==> config.mk <==
export PLATFORM = sky130hd
export DESIGN_NAME = accumulator_decimator_flat
export DESIGN_NICKNAME = d
export VERILOG_FILES = /design/src/rtl/accumulator_decimator_if.sv /design/src/rtl/accumulator_decimator.sv /design/src/flat_wrapper.sv
export SDC_FILE = /design/constraint.sdc
export NUM_CORES = 1
export LEC_CHECK = 0
export CORE_MARGIN = 2
export CORE_UTILIZATION = 56
export CTS_CLUSTER_DIAMETER = 200
export DETAILED_ROUTE_END_ITERATION = 12
export GPL_TIMING_DRIVEN = 0
export PLACE_DENSITY_LB_ADDON = 0.25
export SYNTH_ARGS = -nofsm -noshare
export SYNTH_HDL_FRONTEND = slang
export SYNTH_SLANG_ARGS = --single-unit
==> constraint.sdc <==
create_clock -name clk -period 3.15 [get_ports clk]
set_clock_uncertainty 0.1 [all_clocks]
set_input_delay 0.315 -clock clk [delete_from_list [all_inputs] [get_ports clk]]
set_output_delay 0.315 -clock clk [all_outputs]
set_load 0.02 [all_outputs]
==> src/rtl/accumulator_decimator_if.sv <==
// Output side of the decimator: one block average per transfer, with its clip flag.
// A transfer completes at a rising edge where out_valid && out_ready are both high;
// the producer holds out_data/sat stable and out_valid high until then, and the
// consumer's out_ready has no meaning while out_valid is low.
interface accumulator_decimator_if #(
  parameter int OUT_W = 13
);
  logic signed [OUT_W-1:0] out_data;
  logic                    out_valid;
  logic                    out_ready;
  logic                    sat;

  modport master (output out_data, output out_valid, output sat, input out_ready);
  modport slave  (input out_data, input out_valid, input sat, output out_ready);
endinterface

==> src/rtl/accumulator_decimator.sv <==
// Integrate-and-dump stage: differences the accumulator's running sum every 2^LOG2_N
// ce samples, rounds/saturates the block average to OUT_W bits and hands it downstream.
module accumulator_decimator #(
  parameter int IN_W   = 21,
  parameter int OUT_W  = 13,
  parameter int LOG2_N = 3
) (
  input  logic                   clk,
  input  logic                   rst,
  input  logic                   ce,
  input  logic signed [IN_W-1:0] sum_in,
  accumulator_decimator_if.master out_if,
  output logic                   overrun
);

  localparam logic [LOG2_N-1:0]  LAST  = '1;
  localparam logic signed [IN_W:0] HALF  = (IN_W+1)'(1 << (LOG2_N-1));
  localparam logic signed [IN_W:0] MAX_V = (IN_W+1)'((1 << (OUT_W-1)) - 1);
  localparam logic signed [IN_W:0] MIN_V = ~MAX_V;

  logic [LOG2_N-1:0]      cnt;
  logic signed [IN_W-1:0] snap;
  logic signed [IN_W-1:0] diff;
  logic                   v1;
  logic                   dump;

  logic signed [IN_W:0]   rnd;
  logic signed [IN_W:0]   sh;
  logic signed [OUT_W-1:0] avg_clip;
  logic                   avg_sat;
  logic                   load;

  assign dump = ce && (cnt == LAST);

  // Stage 1: modular difference, so an accumulator wrap inside a block is harmless.
  always_ff @(posedge clk or negedge rst) begin
    if (!rst) begin
      cnt  <= '0;
      snap <= '0;
      diff <= '0;
      v1   <= 1'b0;
    end else begin
      v1 <= dump;
      if (ce) begin
        cnt <= cnt + 1'b1;
      end
      if (dump) begin
        diff <= sum_in - snap;
        snap <= sum_in;
      end
    end
  end

  // Stage 2: one extra bit keeps the rounding add from wrapping.
  always_comb begin
    rnd      = {diff[IN_W-1], diff} + HALF;
    sh       = rnd >>> LOG2_N;
    avg_sat  = 1'b0;
    avg_clip = sh[OUT_W-1:0];
    if (sh > MAX_V) begin
      avg_clip = MAX_V[OUT_W-1:0];
      avg_sat  = 1'b1;
    end else if (sh < MIN_V) begin
      avg_clip = MIN_V[OUT_W-1:0];
      avg_sat  = 1'b1;
    end
  end

  assign load = v1 && (!out_if.out_valid || out_if.out_ready);

  always_ff @(posedge clk or negedge rst) begin
    if (!rst) begin
      out_if.out_data  <= '0;
      out_if.out_valid <= 1'b0;
      out_if.sat       <= 1'b0;
      overrun          <= 1'b0;
    end else begin
      if (load) begin
        out_if.out_data  <= avg_clip;
        out_if.sat       <= avg_sat;
        out_if.out_valid <= 1'b1;
      end else if (v1) begin
        // Register full and not draining: keep the held result, drop the new one.
        overrun <= 1'b1;
      end else if (out_if.out_valid && out_if.out_ready) begin
        out_if.out_valid <= 1'b0;
      end
    end
  end

endmodule

==> src/flat_wrapper.sv <==
// flat-port wrapper written by rule: the top's interface ports become plain ports
module accumulator_decimator_flat 
#(
  parameter int IN_W   = 21,
  parameter int OUT_W  = 13,
  parameter int LOG2_N = 3
)
  (clk, rst, ce, sum_in, overrun, out_if_out_data, out_if_out_valid, out_if_sat, out_if_out_ready);
  accumulator_decimator_if #(.OUT_W(OUT_W)) out_if_i ();
  input  logic clk;
  input  logic rst;
  input  logic ce;
  input  logic signed [IN_W-1:0] sum_in;
  output logic overrun;
  output wire logic [$bits(out_if_i.out_data)-1:0] out_if_out_data;
  output wire logic [$bits(out_if_i.out_valid)-1:0] out_if_out_valid;
  output wire logic [$bits(out_if_i.sat)-1:0] out_if_sat;
  input wire logic [$bits(out_if_i.out_ready)-1:0] out_if_out_ready;
  assign out_if_out_data = out_if_i.out_data;
  assign out_if_out_valid = out_if_i.out_valid;
  assign out_if_sat = out_if_i.sat;
  assign out_if_i.out_ready = out_if_out_ready;
  accumulator_decimator #(.IN_W(IN_W), .OUT_W(OUT_W), .LOG2_N(LOG2_N)) u_core (.clk(clk), .rst(rst), .ce(ce), .sum_in(sum_in), .out_if(out_if_i), .overrun(overrun));
endmodule
* After elaboration in Yosys (flattened, before gate mapping)
Index checks and enable logic that the tools add are counted.
** Word-level totals
- Output and inout bits :: 16
- Latch bits :: 0
- Bits in registers :: 62
- RAM bits :: 0
- Bits in read-only memories :: 0
- Logic and storage cells :: 31
- Bits of input ports :: 25
- Memories :: 0
** Cells by class
- Mux-type cells :: 7
- Reductions and logical operators :: 8
- Order comparisons :: 2
- Bitwise gates (word level) :: 1
- Eq/ne operators :: 2
- Add/sub/neg operators :: 3
- Multipliers :: 0
- Div/mod/pow operators :: 0
- Shift-type cells :: 0
** Operators by type and width (number)
- 13-bit two-way mux :: 2
- 21-bit by 4-bit adder with 22-bit output (second input constant) :: 1
- 21-bit subtractor :: 1
- 19-bit by 13-bit greater-than comparator with 1-bit output (second input constant) :: 1
- 19-bit by 13-bit < comparator with 1-bit output (second input constant) :: 1
- 1-bit two-way mux :: 5
- 2-bit AND reduction :: 2
- 3-bit by 1-bit adder with 3-bit output (second input constant) :: 1
- 3-bit equality test (second input constant) :: 1
- 1-bit logical AND :: 3
- 2-bit inequality test (second input constant) :: 1
- 2-bit nonzero test :: 1
- 1-bit logical NOT :: 1
- 1-bit logical OR :: 1
- 1-bit NOT :: 1

* Logic depth before layout (Yosys ltp)
Gate-level depths: netlist of run 1.
- Depth in word-level cells :: 5
- Depth in mapped cells :: 9
- Depth with buffers taken out :: 9

* Least setup slack after synthesis of run 1
OpenSTA, ideal clock, no wires.
- Path kind :: register -> register
- Start :: reg u_core.snap[2]
- End :: reg u_core.diff[15]
- Arrival time :: 1.985 ns
- Clock period less this slack :: 2.225 ns
- Slack :: 0.925 ns
- Data required time :: 2.910 ns
- Buffers on the path :: 0
- Library setup time :: 0.140 ns
- Stages on the path, launching flop included :: 10
- Cell sequence :: dfrtp_1 -> inv_1 -> ha_1 -> a21o_1 -> a31o_2 -> a31oi_2 -> o21ai_1 -> a21oi_1 -> o21a_1 -> o221ai_1
** On the way
- Longest elaborated chain between the ends :: 1
** RTL lines
- start, declared :: RTL line accumulator_decimator.sv:22 : logic signed [IN_W-1:0] snap;
- start signal, assigned :: RTL line accumulator_decimator.sv:49 : snap <= sum_in;
- 21-bit subtractor :: RTL line accumulator_decimator.sv:48 : diff <= sum_in - snap;
- end signal, assigned :: RTL line accumulator_decimator.sv:48
- end, declared :: RTL line accumulator_decimator.sv:23 : logic signed [IN_W-1:0] diff;
Every way passes these cells.
A chain may end at the register's enable or synchronous reset.

* Worst setup path after layout of run 1
- Start :: in sum_in[2]
- End :: reg u_core.diff[14]
** On the way
- Longest elaborated chain between the ends :: 1
** RTL lines
- start, declared :: RTL line flat_wrapper.sv:13 : input logic signed [IN_W-1:0] sum_in;
- 21-bit subtractor :: RTL line accumulator_decimator.sv:48
Every way passes these cells.

==> results of run 1 <==
-- cell families (layout without fill, tap and decap cells) --
group / count (synthesis) / in the layout / share of synthesized area [%]
AND/OR/NAND/NOR: 101 / 101 / 15.30
AO/OA/AOI/OAI: 100 / 100 / 18.99
flip-flops: 60 / 60 / 43.83
buffers and inverters: 41 / 99 / 4.785
XOR/XNOR: 29 / 29 / 7.414
adder cells (fa/ha/maj): 22 / 22 / 8.035
multiplexers: 5 / 5 / 1.643
-- metal layers --
metal	vias up	wire length, um	part of all wire, %
met5	-	0	0
met4	0	147	2.1
met3	15	286	4.1
met2	68	3292	47
met1	1286	3216	46
li1	1379	-	-
-- registers in the layout, summed over array words and instances, names as in the netlist --
register	cells
u_core.cnt	3
u_core.diff	19
u_core.out_if.out_data	13
u_core.out_if.out_valid	1
u_core.out_if.sat	1
u_core.overrun	1
u_core.snap	21
u_core.v1	1
-- critical path: cells and delay by family --
kind                       cells  cell delay [ps]
buffers and inverters          1              420
adders and majority gates      1              340
xor gates and xnor gates       1              190
AOI/OAI and AO/OA              6             1470
-- power by group through the flow --
stage | Clock (uW) | Sequential, uW | Combinational, uW
2_1_floorplan | 0 | 1460 | 1320
3_3_place_gp | 0 | 1380 | 1900
3_5_place_dp | 0 | 1400 | 1970
4_1_cts | 653 | 1390 | 2000
5_1_grt | 688 | 1440 | 2230
6_report | 640 | 1390 | 2000
-- path summary, 6_finish.rpt --
check,start,end,slack [ps],depth (start not counted)
max in group asynchronous,rst,u_core.snap[4],2030,3
min,rst,u_core.out_if.out_valid,360,2
min in group clk,u_core.cnt[0],u_core.cnt[0],380,1
max reg2reg,u_core.snap[2],u_core.diff[14],560,9
max,sum_in[2],u_core.diff[14],500,9
min reg2reg,u_core.cnt[0],u_core.cnt[0],380,1
-- stage by stage --
stage	setup TNS [ps]	util, %	hold WS, ps	total power, uW	instance area, um2
6_report	0	69.70	356.8	4024	4126
5_1_grt	0	69.70	394.6	4353	4126
4_1_cts	0	69.70	360.7	4039	4126
3_5_place_dp	0	66.46	192.9	3375	3935
3_3_place_gp	-8906	66.21	359.9	3279	3920
2_1_floorplan	0	-	-80.59	2781	3426
-- placed cells by master (no fill, tap or decap), types with 2 or more instances in the layout --
cell type and count:
a21o_1 6, a21oi_1 18, a221o_1 3, a221o_2 8, a31o_2 2, a31oi_1 2
and2_1 3, and4_1 2, and4_2 2, buf_1 2, buf_2 3, clkbuf_1 10
clkbuf_8 12, clkdlybuf4s50_1 39, dfrtp_1 60, ha_1 22, inv_1 28, mux2_2 5
nand2_1 46, nand2b_1 4, nand3_1 10, nand4_1 5, nor2_1 13, nor3b_1 4
o21a_1 4, o21ai_0 43, o21bai_1 3, or4_1 3, xnor2_1 17, xor2_1 12
-- timing repair --
item / 4_1_cts / 5_1_grt
endpoints found under the setup margin: 0 / 0
resized for setup: 0 / 0
hold buffers: 1 / 0
endpoints found under the hold margin: 19 / 0
-- area by class of cell --
cell class	instances	area (um2)	share of cell area (%)
flip-flops and latches	60	1501	36.39
repair buffers	42	425.4	10.31
well taps	75	93.84	2.274
clock inverters	1	5.005	0.1213
multi-input cells	257	1760	42.66
plain buffers	12	55.05	1.334
clock buffers	15	176.4	4.275
inverters	29	108.9	2.638
==> results by group, run 1 <==
Synthesis
  • Syn. warnings: 0
  • Post-synth ARST share: between 90% and 100%
  • Synth Register Bits: 60
  • Yosys cell types: 50
  • Syn Std Cell Area: ~3400 um2
  • Post-synthesis sequential area ratio: roughly 44%
  • Top-area cell type share of the netlist area: 43.83%
  • Most common cell in the netlist: dfrtp_1
  • Leading area contributor after synthesis: dfrtp_1
  • Post-synth EDFFs: 0
  • Synth top cells by count: dfrtp_1 (60), nand2_1 (46), o21ai_0 (43)
  • Primary FF master, synth: dfrtp_1
  • Syn_area_per_cell: about 9.6 um2
  • Top post-synthesis cells by area: dfrtp_1 (44%), ha_1 (8.0%), o21ai_0 (6.3%)
  • Syn nets: 405
  • Synthesized instance count: 358

Clocking
  • CTS Buffer Depth: 2
  • CTS tree: done
  • Clock root buffer: clkbuf_8
  • TritonCTS buffer count: 9
  • Clock sink count: 60
  • Worst skew pair latency: 340 ps
  • Setup Buffers After CTS: 0
  • Clk slew on worst S/H paths: 60 ps
  • CTS H-tree depth: 3

Die
  • Total core area: 5921 um2
  • Row count: 28
  • Die H: between 80 and 90 um
  • Die Width: 82.22 um
  • DIE AREA: 6759 um2
  • Initial core utilization: 57.86%
  • Ports: between 40 and 50

Layout
  • Fin cells: 491
  • Filler cell count: 466
  • Nets@finish: between 400 and 500
  • Diodes inserted: 0
  • Area delta synth->final: 20.45%
  • Share of cells above drive strength 1: between 10 and 15%

Drt
  • Wire length per cell: approximately 14 um
  • Starting DRT DRC Count: 162
  • Drt drc: 0
  • Antenna viol nets, final: 0
  • Via density: 5.597
  • Post-detailed-routing wire length: ~7000 um
  • DRT Pass-1 Iters: 4
  • Routed vias: between 2,000 and 3,000

STA
  • Slew Viols, Final: 0
  • Tcrit/Tclk final: 84.03%
  • Post-route setup slack: 503.2 ps
  • Actual slew at the worst max-slew pin: 544.6 ps
  • Fin crit period: 2647 ps
  • Max Fclk: 377.8 MHz
  • RSZ-0062 raised after global routing: no
  • Final setup fails: 0
  • Worst slew margin: a little under two thirds
  • Final count of hold timing violations: 0

Setup path
  • Slowest cell delay on critical path: 420 ps
  • Worst Path Max Fanout: 7
  • CP Data Arrival Time: 2740 ps
  • CP required: 3250 ps
  • Worst Setup End Kind: flop
  • CP Cell Sequence: clkdlybuf4s50_1 > ha_1 > a21o_1 > a31o_2 > a31oi_2 > o21ai_1 > a21oi_1 > xnor2_1 > o21ai_0
  • CP Class: input pin to flop
  • Startpoint Class: input pin
  • Slowest-stage cell, CP: clkdlybuf4s50_1

Placed design
  • Post-DP HPWL: 5157 um
  • PortBufs: 40
  • Placer congestion estimate: 0.8365
  • Placed insts: 474
  • Dpl ws: 230.5 ps

Global routing
  • Busiest grt layer: met2
  • Initial antenna violation count: 0
  • GRT Overall Usage: a little under a quarter
  • Met3 Usage GRT: 4.022%
  • M2 GR Usage: 37.90%
  • Global-route met1 utilization: between 20 and 30%
  • First-pass GRT wire length: 11,810 um
  • Largest net degree at the start of global routing: 42
  • Overflow after GRT: 0
  • Vias in the first global route: around 2,700

Pwr
  • Switching part of the total: between 30% and 40%
  • PD cells: around 980 nW/um2
  • Clock power frac: 15.9%
  • Lkg Pwr: 0.001842 uW
  • Pint: 2424 uW
  • Maximum VDD drop: 0.0005643 V
  • Part of the power in combinational logic: 49.6%
  • Sequential share of power: 34.5%
  • NetSw: 1600 uW

Hold path
  • Class of the worst hold path: input pin to asynchronous set/reset pin

Job
  • Max-Cap Viols: 0

Outcome
  • Status: finished clean
No activity file was read; power rests on OpenSTA's default activity.
==> inputs of run 2 (changes only) <==
==> constraint.sdc (replaced) <==
create_clock -name clk -period 2.55 [get_ports clk]
set_clock_uncertainty 0.1 [all_clocks]
set_input_delay 0.255 -clock clk [delete_from_list [all_inputs] [get_ports clk]]
set_output_delay 0.255 -clock clk [all_outputs]
set_load 0.02 [all_outputs]
==> run 2 against run 1 <==
Effect of this change: flip-flop and latch count is the same; first-iteration DRC count grew 5.6%; global-route usage did not move; die area stayed put; critical path depth is 1 lower; setup slack worse by 340 ps; sequential power rose by 24%; final area up 0.24%; utilization rose by 0.17 points; cell count unchanged; sequential share of layout area is essentially flat; clock power grew 25%; highest routed layer unchanged.
==> results by group, run 2 (synthesis gave the netlist of run 1 again) <==
Pwr
  • Maximum VDD drop: 0.0007145 V (+27%)
  • PD cells: 1208 nW/um2 (+24%)
  • Final Power: 4996 uW (+24%)
  • Lkg Pwr: 0.001841 uW (about the same)

Placed design
  • PortBufs: 40 (unchanged)
  • Placed cell area: 3935 um2 (unchanged)
  • Placer congestion estimate: 0.8365 (unchanged)
  • Post-DP HPWL: 5157 um (unchanged)

Setup path
  • Worst Path Max Fanout: 10 (+3)
  • Worst Setup End Kind: flop
  • CP required: 2670 ps (-580 ps)
  • CP Data Arrival Time: 2510 ps (-230 ps)
  • Startpoint Class: flop
  • CP Class: flop to flop

STA
  • Fin crit period: roughly 2400 ps
  • Slew Viols, Final: 0 (unchanged)
  • Final setup fails: 0 (unchanged)
  • Final count of hold timing violations: 0 (unchanged)
  • Tcrit/Tclk final: approximately 94%
  • WHS: 291.8 ps (-64.99 ps)
  • Setup TNS: 0 ps (unchanged)
  • Actual slew at the worst max-slew pin: 527.4 ps (-17.23 ps)
  • Max Fclk: about 420 MHz
  • RSZ-0062 raised after global routing: no
  • Worst slew margin: 64.84% (+1.4 points)

Global routing
  • Initial antenna violation count: 0 (unchanged)
  • Largest net degree at the start of global routing: 42 (unchanged)
  • GRT Overall Usage: 23.08% (unchanged)
  • Overflow after GRT: 0 (unchanged)
  • First-pass GRT wire length: 11,810 um (unchanged)
  • Vias in the first global route: 2,670 (unchanged)

Drt
  • Starting DRT DRC Count: 171 (+5.6%)
  • Routed vias: 2,752 (+0.15%)
  • Drt drc: 0 (unchanged)
  • DRT Pass-1 Iters: 4 (unchanged)
  • Via density: 5.605 (+0.15%)
  • Wire length per cell: 14.21 um (+0.52%)
  • Antenna viol nets, final: 0 (unchanged)
  • Post-detailed-routing wire length: 6979 um (+0.52%)

Layout
  • Max reg flops: 21 (unchanged)
  • Commonest non-fill, non-tap cell in the layout: dfrtp_1
  • Area delta synth->final: 20.75%
  • Share of cells above drive strength 1: 11.30% (+0.96 points)
  • Most frequent cells in the layout: dfrtp_1 (58), nand2_1 (46), o21ai_0 (43)
  • Biggest regs: u_core.snap (21), u_core.diff (19), u_core.out_if.out_data (13)
  • Post-Route Utilization: 69.86% (+0.17 points)
  • Non-Filler Cell Area, Final: 4136 um2 (+0.24%)
  • Diodes inserted: 0 (unchanged)
  • Nets@finish: 458 (unchanged)
  • Biggest register: u_core.snap

Die
  • Ports: 41 (unchanged)
  • Total core area: 5921 um2 (unchanged)
  • Row count: 28 (unchanged)
  • Die Width: 82.22 um (unchanged)
  • Initial core utilization: 57.86% (unchanged)
  • DIE AREA: 6759 um2 (unchanged)
  • Die H: 82.22 um (unchanged)

Job
  • Max-Cap Viols: 0 (unchanged)

Outcome
  • Status: finished clean

Clocking
  • CTS H-tree depth: 3 (unchanged)
  • Clock root buffer: clkbuf_8
  • Clk slew on worst S/H paths: 60 ps (about the same)
  • Worst skew pair latency: 340 ps (about the same)
  • Clock sink count: 60 (unchanged)
  • TritonCTS buffer count: 9 (unchanged)
  • CTS Buffer Depth: 2 (unchanged)
  • CTS tree: done

Hold path
  • Class of the worst hold path: input pin to asynchronous set/reset pin
run 2: where the power goes:
part | switching (uW) | total (uW) | leakage (uW) | internal (uW)
Sequential | 309 | 1720 | 0.000735 | 1410
Combinational | 1320 | 2480 | 0.00101 | 1160
Clock | 367 | 799 | 0.0000937 | 432
Total | 1990 | 5000 | 0.00184 | 3000
run 2: worst paths after layout:
kind,from,end,slack [ps],cells after the start
worst min register to register,u_core.cnt[0],u_core.cnt[0],380,1
max in group asynchronous,rst,u_core.diff[4],1480,3
worst max-delay path,u_core.diff[12],u_core.out_if.out_data[3],160,8
min in group clk,u_core.cnt[0],u_core.cnt[0],380,1
worst max register to register,u_core.diff[12],u_core.out_if.out_data[3],160,8
worst min-delay path,rst,u_core.out_if.out_valid,290,2
run 2: critical path, stage by stage (launching register included):
cell     delay, ps
dfrtp_1        430
nand3_1        170
nor4_4         420
nand3_1        120
o211a_1        250
o21ai_2        190
nor2_1          80
buf_2          190
a221o_2        310
run 2: repair_timing:
action                                 4_1_cts  5_1_grt
hold buffers                                 1        0
endpoints found under the hold margin       19        0
setup endpoints to repair                    2       17
setup buffers                                0        0
resized for setup                            1        3
pin swaps                                    0        1
run 2: layout make-up:
cell class / instances / area [um2]
Timing Repair Buffer: 42 / 425.4
Inverter: 29 / 108.9
Tap cell: 75 / 93.84
Buffer: 12 / 55.05
Clock buffer: 15 / 176.4
Fill cell: 463 / 1784
Sequential cell: 60 / 1504
Multi-Input combinational cell: 257 / 1768
Clock inverter: 1 / 5.005
run 2: layer usage:
metal	up-vias	track usage, %	part of all wire [%]
li1	1377	-	-
met1	1280	28.95	46
met2	75	37.90	47
met3	20	4.022	4.2
met4	0	12.50	3.0
met5	-	0	0
run 2: through the flow:
step | setup slack, ps | cells
floorplan | 325.1 | 358
global placement | -692.2 | 473
detailed placement | -309.5 | 474
CTS | 9.040 | 491
global route | 4.849 | 491
finish | 160.7 | 491
==> inputs of run 3 (changes only) <==
--- a/config.mk
+++ b/config.mk
@@ -6,7 +6,7 @@
 export NUM_CORES = 1
 export LEC_CHECK = 0
 export CORE_MARGIN = 2
-export CORE_UTILIZATION = 56
+export CORE_UTILIZATION = 50
 export CTS_CLUSTER_DIAMETER = 200
 export DETAILED_ROUTE_END_ITERATION = 12
 export GPL_TIMING_DRIVEN = 0
==> run 3 against run 2 <==
Effect of this change: global-route usage is 3.3 points lower; maximum frequency is 1.6% lower; non-clock buffer count stayed put; clock power is 5.4% lower; routed wire length is 4.1% lower; cell count is 1.0% higher; critical endpoint is now u_core.diff[14].
==> results by group, run 3 (synthesis gave the netlist of run 1 again) <==
Drt
  • Post-detailed-routing wire length: 6696 um (-4.1%)
  • Via density: 5.272 (-5.9%)
  • Routed vias: 2,615 (-5.0%)
  • Antenna viol nets, final: 0 (unchanged)
  • Drt drc: 0 (unchanged)
  • Wire length per cell: 13.50 um (-5.0%)
  • DRT Pass-1 Iters: 4 (unchanged)
  • Starting DRT DRC Count: 109 (-36%)

Placed design
  • Post-DP HPWL: 5056 um (-2.0%)
  • Placed insts: 479 (+1.1%)
  • Dpl ws: -338.5 ps (-28.95 ps)
  • Placer congestion estimate: 0.8548 (+2.2%)
  • Placed cell area: 3941 um2 (+0.16%)
  • PortBufs: 40 (unchanged)

Global routing
  • Initial antenna violation count: 0 (unchanged)
  • First-pass GRT wire length: 11,540 um (-2.3%)
  • GRT Overall Usage: 19.77% (-3.3 points)
  • Vias in the first global route: 2,623 (-1.8%)
  • Largest net degree at the start of global routing: 37 (-12%)
  • Overflow after GRT: 0 (unchanged)

Die
  • Total core area: 6719 um2 (+13%)
  • Ports: 41 (unchanged)
  • Die Width: 86.78 um (+5.5%)
  • Initial core utilization: 50.99% (-6.9 points)
  • DIE AREA: 7530 um2 (+11%)
  • Die H: 86.78 um (+5.5%)
  • Row count: 30 (+7.1%)

Outcome
  • Status: finished clean

Pwr
  • NetSw: 1952 uW (-2.1%)
  • Pint: 2934 uW (-2.3%)
  • Sequential share of power: 35.0% (+0.6 points)
  • Lkg Pwr: 0.001838 uW (-0.14%)
  • Maximum VDD drop: 0.0004383 V (-39%)
  • Switching part of the total: 39.95% (about the same)
  • Clock power frac: 15.5% (-0.5 points)
  • Part of the power in combinational logic: 49.5% (about the same)
  • PD cells: 1185 nW/um2 (-1.9%)

STA
  • Actual slew at the worst max-slew pin: 565.9 ps (+38.51 ps)
  • Slew Viols, Final: 0 (unchanged)
  • Final setup fails: 0 (unchanged)
  • Post-route setup slack: 122.3 ps (-38.35 ps)
  • Final count of hold timing violations: 0 (unchanged)
  • Tcrit/Tclk final: 95.20% (+1.5 points)
  • Fin crit period: 2428 ps (+38.35 ps)
  • Max Fclk: 411.9 MHz (-1.6%)
  • Worst slew margin: 62.28% (-2.6 points)
  • RSZ-0062 raised after global routing: yes

Layout
  • Diodes inserted: 0 (unchanged)
  • Filler cell count: 563 (+22%)
  • Most frequent cells in the layout: dfrtp_1 (60), nand2_1 (46), o21ai_0 (43)
  • Area delta synth->final: 20.38%
  • Biggest regs: u_core.snap (21), u_core.diff (19), u_core.out_if.out_data (13)
  • FF+latch area: 1501 um2 (-0.17%)
  • Nets@finish: 458 (unchanged)
  • Biggest register: u_core.snap
  • Commonest non-fill, non-tap cell in the layout: dfrtp_1
  • Non-Filler Cell Area, Final: 4124 um2 (-0.30%)
  • Max reg flops: 21 (unchanged)
  • Multi-input logic area: 1764 um2 (-0.21%)
  • Share of cells above drive strength 1: 11.06% (-0.24 points)
  • Fin cells: 496 (+1.0%)

Setup path
  • Slowest-stage cell, CP: dfrtp_1
  • CP required: 2660 ps (about the same)
  • R2R Setup Slk: 120 ps (-40 ps)
  • Startpoint Class: flop
  • CP Class: flop to flop
  • Worst Setup End Kind: flop
  • CP Data Arrival Time: 2530 ps (+20 ps)
  • Slowest cell delay on critical path: 360 ps (-70 ps)
  • CP Cell Sequence: inv_1 > ha_1 > a21o_1 > a31o_2 > a31oi_2 > o21ai_2 > a21oi_1 > xnor2_1 > o21ai_0
  • Worst Path Max Fanout: 7 (-3)

Clocking
  • CTS tree: done
  • Clk slew on worst S/H paths: 70 ps (about the same)
  • Clock root buffer: clkbuf_8
  • CTS H-tree depth: 3 (unchanged)
  • Setup Buffers After CTS: 0 (unchanged)
  • Clock sink count: 60 (unchanged)
  • Worst skew pair latency: 350 ps (about the same)
  • TritonCTS buffer count: 9 (unchanged)
  • CTS Buffer Depth: 2 (unchanged)

Job
  • Max-Cap Viols: 0 (unchanged)

Hold path
  • Class of the worst hold path: input pin to asynchronous set/reset pin
run 3: cell count changes in the layout (fill, tap and decap cells not counted), sizes merged:
cell	delta
clkinvlp	+1
clkinv	+3
clkbuf	-4
run 3: power by group through the flow:
stage          Sequential, uW  Combinational [uW]  Clock [uW]
5_1_grt                  1770                2730         812
2_1_floorplan            1810                1630           0
6_report                 1710                2420         756
3_3_place_gp             1710                2350           0
3_5_place_dp             1730                2420           0
4_1_cts                  1710                2430         772
run 3: worst max-delay path, delay by kind of cell (launching register included):
family	cells	cell delay, ps
AO/OA/AOI/OAI	6	1330
adder cells (fa/ha/maj)	1	260
flip-flops	1	360
XOR/XNOR	1	170
buffers and inverters	1	70
run 3: timing repair:
item | CTS | global route
gates resized for setup | 0 | 1
setup endpoints to repair | 0 | 12
hold buffers | 1 | 0
hold endpoints to repair | 24 | 0
run 3: metal layers:
layer  vias to the layer above  GRT usage, %  part of all wire, %
li1                       1369             -                    -
met1                      1190         24.48                   49
met2                        45         33.22                   46
met3                        11         5.524                  3.7
met4                         0         6.818                  1.5
met5                         -             0                    0
run 3: cell type report:
cell class,count,share of cell area [%]
buffer,12,1.335
clock inverter,5,0.6675
multi-input combinational,257,42.78
inverter,29,2.640
clock buffer,11,3.428
tap,80,2.427
timing repair buffer,42,10.32
sequential,60,36.41
run 3: final timing paths:
kind / start / end / depth (start not counted)
min: rst / u_core.out_if.out_data[5] / 2
min in group clk: u_core.cnt[0] / u_core.cnt[0] / 1
max: u_core.snap[2] / u_core.diff[14] / 9
max in group asynchronous: rst / u_core.snap[20] / 3
max reg2reg: u_core.snap[2] / u_core.diff[14] / 9
min reg2reg: u_core.cnt[0] / u_core.cnt[0] / 1
run 3: stage by stage:
step	hold WS [ps]	util, %	power [uW]	TNS [ps]
floorplan	-140.6	-	3435	0
global placement	357.5	58.44	4063	-47810
detailed placement	179.3	58.66	4148	-2562
CTS	348.0	61.32	4916	0
global route	402.6	61.38	5315	-141.4
finish	335.2	61.38	4886	0
